$ cat config.mk
export PLATFORM = sky130hd
export DESIGN_NAME = program_loader_flat
export DESIGN_NICKNAME = d
export VERILOG_FILES = /design/src/rtl/loader_pkg.sv /design/src/rtl/program_loader_if.sv /design/src/rtl/loader_buffer.sv /design/src/rtl/program_loader.sv /design/src/flat_wrapper.sv
export SDC_FILE = /design/constraint.sdc
export NUM_CORES = 1
export LEC_CHECK = 0
export ABC_AREA = 1
export BUFFER_PORTS_ARGS = -buffer_cell sky130_fd_sc_hd__buf_2
export CORE_AREA = 2 2 216 218
export DETAILED_ROUTE_END_ITERATION = 7
export DIE_AREA = 0 0 218 220
export PLACE_DENSITY = 0.46
export SYNTH_ARGS = -nofsm -noshare
export SYNTH_HDL_FRONTEND = slang
export SYNTH_SLANG_ARGS = --single-unit
$ cat constraint.sdc
create_clock -name clock -period 1.85 [get_ports clock]
set_input_delay 0.185 -clock clock [delete_from_list [all_inputs] [get_ports clock]]
set_output_delay 0.185 -clock clock [all_outputs]
set_load 0.1 [all_outputs]
$ cat src/rtl/loader_pkg.sv
// Shared sizing and FSM encoding for the program loader.
// PROGRAM_LOADER_CHECKSUM_EN adds the CHECK state to the encoding.
package loader_pkg;

    localparam int DATA_W = 8;
    localparam int DEPTH  = 32;
    localparam int ADDR_W = $clog2(DEPTH);

`ifdef PROGRAM_LOADER_CHECKSUM_EN
    typedef enum logic [2:0] {
        S_IDLE,
        S_FILL,
        S_CHECK,
        S_STREAM,
        S_DONE
    } state_e;
`else
    typedef enum logic [2:0] {
        S_IDLE,
        S_FILL,
        S_STREAM,
        S_DONE
    } state_e;
`endif

endpackage

$ cat src/rtl/program_loader_if.sv
// Host byte handshake into the program loader.
// The loader is the slave; the host drives valid/data.
interface program_loader_if #(
    parameter int DATA_W = loader_pkg::DATA_W
) ();

    logic              host_valid;
    logic [DATA_W-1:0] host_data;
    logic              host_ready;

    modport master (
        output host_valid,
        output host_data,
        input  host_ready
    );

    modport slave (
        input  host_valid,
        input  host_data,
        output host_ready
    );

endinterface

$ cat src/rtl/loader_buffer.sv
// Program image store: synchronous write, combinational read.
// Contents are not cleared by reset.
module loader_buffer #(
    parameter int DATA_W = loader_pkg::DATA_W,
    parameter int DEPTH  = loader_pkg::DEPTH,
    parameter int ADDR_W = $clog2(DEPTH)
) (
    input  logic              clock,
    input  logic              we_i,
    input  logic [ADDR_W-1:0] waddr_i,
    input  logic [DATA_W-1:0] wdata_i,
    input  logic [ADDR_W-1:0] raddr_i,
    output logic [DATA_W-1:0] rdata_o
);

    logic [DATA_W-1:0] mem_q [DEPTH];

    always_ff @(posedge clock) begin
        if (we_i) begin
            mem_q[waddr_i] <= wdata_i;
        end
    end

    assign rdata_o = mem_q[raddr_i];

endmodule

$ cat src/rtl/program_loader.sv
// Buffers a host program image, then streams it to the CPU Load port.
// Define PROGRAM_LOADER_CHECKSUM_EN to verify a byte checksum first.
module program_loader #(
    parameter int DATA_W = loader_pkg::DATA_W,
    parameter int DEPTH  = loader_pkg::DEPTH,
    parameter int ADDR_W = $clog2(DEPTH)
) (
    input  logic              clock,
    input  logic              reset,
    input  logic              start,
    input  logic [ADDR_W:0]   len_in,
    input  logic [DATA_W-1:0] chk_in,
    program_loader_if.slave   host,
    output logic              Load,
    output logic [DATA_W-1:0] data_out,
    output logic              busy,
    output logic              done,
    output logic              err
);

    import loader_pkg::*;

    localparam logic [ADDR_W:0] DEPTH_L = (ADDR_W + 1)'(DEPTH);

    state_e            state_q, state_d;
    logic [ADDR_W:0]   len_q, len_d;
    logic [ADDR_W-1:0] wr_idx_q, wr_idx_d;
    logic [ADDR_W:0]   rd_idx_q, rd_idx_d;
    logic              load_q, load_d;
    logic [DATA_W-1:0] dout_q, dout_d;
    logic [DATA_W-1:0] buf_rdata;
    logic              xfer;
    logic              last_wr;

`ifdef PROGRAM_LOADER_CHECKSUM_EN
    logic [DATA_W-1:0] sum_q, sum_d;
    logic [DATA_W-1:0] chk_q, chk_d;
    logic              err_q, err_d;
`else
    logic              unused_chk;
    assign unused_chk = ^chk_in;
`endif

    assign host.host_ready = (state_q == S_FILL);
    assign xfer    = host.host_valid && host.host_ready;
    assign last_wr = ({1'b0, wr_idx_q} == len_q - 1'b1);

    loader_buffer #(
        .DATA_W (DATA_W),
        .DEPTH  (DEPTH),
        .ADDR_W (ADDR_W)
    ) u_buf (
        .clock   (clock),
        .we_i    (xfer),
        .waddr_i (wr_idx_q),
        .wdata_i (host.host_data),
        .raddr_i (rd_idx_q[ADDR_W-1:0]),
        .rdata_o (buf_rdata)
    );

    always_comb begin
        state_d  = state_q;
        len_d    = len_q;
        wr_idx_d = wr_idx_q;
        rd_idx_d = rd_idx_q;
        load_d   = 1'b0;
        dout_d   = '0;
`ifdef PROGRAM_LOADER_CHECKSUM_EN
        sum_d    = sum_q;
        chk_d    = chk_q;
        err_d    = err_q;
`endif
        unique case (state_q)
            S_IDLE: begin
                if (start) begin
                    len_d    = (len_in > DEPTH_L) ? DEPTH_L : len_in;
                    wr_idx_d = '0;
`ifdef PROGRAM_LOADER_CHECKSUM_EN
                    sum_d    = '0;
                    chk_d    = chk_in;
                    err_d    = 1'b0;
`endif
                    state_d  = (len_in == '0) ? S_DONE : S_FILL;
                end
            end
            S_FILL: begin
                if (xfer) begin
`ifdef PROGRAM_LOADER_CHECKSUM_EN
                    sum_d = sum_q + host.host_data;
`endif
                    // Hold the index on the last word so it never wraps.
                    if (last_wr) begin
                        rd_idx_d = '0;
`ifdef PROGRAM_LOADER_CHECKSUM_EN
                        state_d  = S_CHECK;
`else
                        state_d  = S_STREAM;
`endif
                    end else begin
                        wr_idx_d = wr_idx_q + 1'b1;
                    end
                end
            end
`ifdef PROGRAM_LOADER_CHECKSUM_EN
            S_CHECK: begin
                if (sum_q == chk_q) begin
                    rd_idx_d = '0;
                    state_d  = S_STREAM;
                end else begin
                    err_d   = 1'b1;
                    state_d = S_DONE;
                end
            end
`endif
            S_STREAM: begin
                if (rd_idx_q == len_q) begin
                    state_d = S_DONE;
                end else begin
                    load_d   = 1'b1;
                    dout_d   = buf_rdata;
                    rd_idx_d = rd_idx_q + 1'b1;
                end
            end
            S_DONE: begin
                state_d = S_IDLE;
            end
            default: begin
                state_d = S_IDLE;
            end
        endcase
    end

    always_ff @(posedge clock) begin
        if (!reset) begin
            state_q  <= S_IDLE;
            len_q    <= '0;
            wr_idx_q <= '0;
            rd_idx_q <= '0;
            load_q   <= 1'b0;
            dout_q   <= '0;
`ifdef PROGRAM_LOADER_CHECKSUM_EN
            sum_q    <= '0;
            chk_q    <= '0;
            err_q    <= 1'b0;
`endif
        end else begin
            state_q  <= state_d;
            len_q    <= len_d;
            wr_idx_q <= wr_idx_d;
            rd_idx_q <= rd_idx_d;
            load_q   <= load_d;
            dout_q   <= dout_d;
`ifdef PROGRAM_LOADER_CHECKSUM_EN
            sum_q    <= sum_d;
            chk_q    <= chk_d;
            err_q    <= err_d;
`endif
        end
    end

    assign Load     = load_q;
    assign data_out = dout_q;
    assign busy     = (state_q != S_IDLE);
    assign done     = (state_q == S_DONE);
`ifdef PROGRAM_LOADER_CHECKSUM_EN
    assign err      = err_q;
`else
    assign err      = 1'b0;
`endif

endmodule

$ cat src/flat_wrapper.sv
// flat-port wrapper written by rule: the top's interface ports become plain ports
module program_loader_flat import loader_pkg::*;
#(
    parameter int DATA_W = loader_pkg::DATA_W,
    parameter int DEPTH  = loader_pkg::DEPTH,
    parameter int ADDR_W = $clog2(DEPTH)
)
  (clock, reset, start, len_in, chk_in, Load, data_out, busy, done, err, host_host_valid, host_host_data, host_host_ready);
  program_loader_if #(.DATA_W(DATA_W)) host_i ();
  input  logic clock;
  input  logic reset;
  input  logic start;
  input  logic [ADDR_W:0] len_in;
  input  logic [DATA_W-1:0] chk_in;
  output logic Load;
  output logic [DATA_W-1:0] data_out;
  output logic busy;
  output logic done;
  output logic err;
  input wire logic [$bits(host_i.host_valid)-1:0] host_host_valid;
  input wire logic [$bits(host_i.host_data)-1:0] host_host_data;
  output wire logic [$bits(host_i.host_ready)-1:0] host_host_ready;
  assign host_i.host_valid = host_host_valid;
  assign host_i.host_data = host_host_data;
  assign host_host_ready = host_i.host_ready;
  program_loader #(.DATA_W(DATA_W), .DEPTH(DEPTH), .ADDR_W(ADDR_W)) u_core (.clock(clock), .reset(reset), .start(start), .len_in(len_in), .chk_in(chk_in), .host(host_i), .Load(Load), .data_out(data_out), .busy(busy), .done(done), .err(err));
endmodule
==> qor.csv <==
stage,metric,value,unit
status,status,finished clean,
timing,RSZ-0062 raised after global routing,yes,
timing,count of final hold-check violations,0,
route,Vias/cell,4.54,
floorplanning,core area,45900,um2
timing,Setup-failing EPs final,0,
route,via count,7907,
clock_tree,CTS tree,done,
synthesis,sequential share of the synthesized area,70.0,%
floorplanning,initial core utilization,25.7,%
route,Detail Route Antenna Nets,0,
timing,Tmin final,1810,ps
floorplanning,# rows,79,
timing,final worst-path cycle share,98.0,%
route,Detailed Route Iter0 Violations,709,
route,WL final,31.1,mm
floorplanning,IO Count,39,
cells_and_area,final instance area,14400,um2
synthesis,Mapped Avg Cell Area,11.6,um2
worst_setup_path,r2r startpoint,u_core.rd_idx_q[1]$_SDFFE_PN0P_,
place,Buffers on Ports,29,
place,routability cong.,0.783,
worst_setup_path,"Arr. time, crit path",2310,ps
clock_tree,Max Buffers Root-to-Sink,3,
synthesis,YS warnings,0,
cells_and_area,layout cell share with drive strength beyond 1,16.0,%
place,post-detail-place hpwl,19.2,mm
worst_setup_path,Setup CP Type,reg2reg,
timing,Slew @ Worst Pin,733,ps
worst_setup_path,Reg2Reg Capture Point,u_core.data_out[1]$_SDFF_PP0_,
route,DR DRC count,0,
cells_and_area,Nets,1145,
worst_setup_path,Crit Path Max Fanout,21,
floorplanning,Die Ht,220,um
power,leakage,4.96,nW
floorplanning,Die ar.,48000,um2
grt,number of global-route vias before repair,7663,
clock_tree,CTS Buf Count,31,
power,PwrDens,1260,nW/um2
timing,max-slew violations,0,
place,DP Area,13200,um2
grt,GRT Overall Usage,13.0,%
route,DR WL/cell,17.9,um
clock_tree,latest clock arrival within the worst-skew pair,580,ps
min_path,Hold WC Path Type,in2reg,
worst_setup_path,Reg2Reg Depth,8,
timing,maximum clock rate,552,MHz
cells_and_area,ant diodes,0,
power,VDD IR max,826,uV
worst_setup_path,Worst setup EP type,register,
synthesis,Mapped Area,11800,um2
clock_tree,root buf cell,clkbuf_16,
timing,post-route setup TNS,0,ps
worst_setup_path,Startpoint Class,register,
synthesis,"flops & latches, synth",284,
grt,largest net degree at the start of global routing,46,
timing,relative slew slack,51.1,%
route,DR pass1 iterations,5,
worst_setup_path,Worst Path Required,2340,ps
worst_setup_path,crit path launch,u_core.rd_idx_q[1]$_SDFFE_PN0P_,
timing,worst hold slack,31.1,ps
worst_setup_path,critical path capture point,u_core.data_out[1]$_SDFF_PP0_,
run,max-cap violations,0,
floorplanning,Die W,218,um
cells_and_area,Synth-to-Final Area Change,22.1,%
place,DP Worst Slack,98.6,ps
grt,first-pass GRT wire length,47.3,mm
grt,grt total ovfl,0,
grt,antenna violations before repair,1,
synthesis,synthesized net count,1050,
synthesis,cell count after synthesis,1014,
timing,final setup margin,37.8,ps
clock_tree,CTS Sinks,284,
worst_setup_path,R2R setup slack,40,ps
clock_tree,clock-pin slew on the worst setup and hold paths,60,ps
timing,clock skew,27.7,ps
clock_tree,CTS HTree Levels,1,
synthesis,library cells used by synthesis,35,
critical path, cell delays in order, from the launching register on:
cell	delay [ps]
dfxtp_2	380
inv_1	140
buf_12	190
o21ai_0	100
o221ai_1	330
nand3_1	220
nand2_1	200
nor2_1	50
nor2_1	130
worst min-delay path by stage:
stage	start	endpoint	slack [ps]	cells after the start
after floorplan	host_host_data[0]	u_core.u_buf.mem_q[0][0]$_DFFE_PP_	280	0
after detailed placement	len_in[1]	u_core.len_q[1]$_SDFFE_PN0P_	450	3
after CTS	len_in[5]	u_core.len_q[3]$_SDFFE_PN0P_	1	4
final	len_in[5]	u_core.len_q[3]$_SDFFE_PN0P_	30	4
after global routing	len_in[5]	u_core.len_q[3]$_SDFFE_PN0P_	40	4
after global placement	len_in[4]	u_core.len_q[4]$_SDFFE_PN0P_	450	3
layout by cell type, fill, tap and decap left out, types with 8 or more instances in the layout:
cell type / count
dlygate4sd3_1: 8
buf_4: 61
o211ai_1: 35
buf_12: 17
nor2_1: 235
clkbuf_16: 31
buf_2: 26
o21ai_0: 124
o221ai_1: 20
nand2_1: 92
inv_1: 28
dfxtp_1: 22
edfxtp_1: 256
nand3_1: 41
o21ai_1: 15
o22ai_1: 19
a21oi_1: 14
logic make-up (layout without fill, tap and decap cells):
group / count (synthesis) / after routing / synth area share, %
simple gates: 385 / 385 / 13.1
flops: 284 / 284 / 70.0
fa+ha+maj: 10 / 10 / 1.06
other cells: 1 / 1 / 0.0318
compound gates: 235 / 235 / 11.7
buf+inv: 93 / 213 / 3.72
xor+xnor: 6 / 6 / 0.446
area by class of cell:
cell class	count	area [um2]
fill	4638	31500
sequential	284	8260
multi-input combinational	637	3160
timing repair buffer	119	1090
clock buffer	38	802
tap	607	759
clock inverter	20	191
inverter	36	145
metal layers:
metal,part of all wire [%],vias up,GRT usage [%]
met5,0.042,-,0
met4,1.5,2,2.79
met3,4.1,38,1.53
met2,47,129,21.3
met1,47,3898,18.5
li1,-,3840,-
synth_stat cells (all sizes together):
cell type	instances	area, um2
nand3	42	215
xnor2	1	8.76
or2	1	6.26
nand2	94	358
nand4	5	31.3
ha	10	125
a22oi	2	15.0
o22ai	20	125
o221ai	20	175
buf	37	228
xor2	5	43.8
nor3	4	25.0
and3	1	6.26
nor2	238	898
clkinv	2	7.51
conb	1	3.75
dfxtp	28	561
o211ai	35	263
o31ai	1	7.51
o21ai	140	701
edfxtp	256	7690
a211oi	2	15.0
a21oi	14	70.1
inv	34	128
o211a	1	10.0
clkbuf	20	76.3
report_power, final:
group | internal [mW] | leakage, nW | total, mW | switching, mW
Sequential | 7.21 | 2.53 | 7.36 | 0.147
Clock | 3.50 | 0.484 | 6.01 | 2.51
Combinational | 1.62 | 1.94 | 4.74 | 3.13
flip-flops by register name, summed over array words and instances, names as in the netlist:
register	flops
u_core.state_q	2
u_core.rd_idx_q	6
u_core.Load	1
u_core.data_out	8
u_core.u_buf.mem_q	256
u_core.wr_idx_q	5
u_core.len_q	6
repair_timing:
item,4_1_cts,5_1_grt
gates resized for setup,6,15
setup buffers,0,2
pin swaps,0,5
hold buffers,8,0
endpoints found under the setup margin,2,18
endpoints found under the hold margin,15,0
per-stage QoR:
stage | utilization [%] | cells | total power [mW]
after floorplan | - | 1014 | 10.4
after global placement | 28.8 | 1673 | 12.0
after detailed placement | 28.8 | 1673 | 12.0
after CTS | 31.2 | 1739 | 18.2
after global routing | 31.4 | 1741 | 19.1
final | 31.4 | 1741 | 18.1
(Power assumes the default switching activity.)
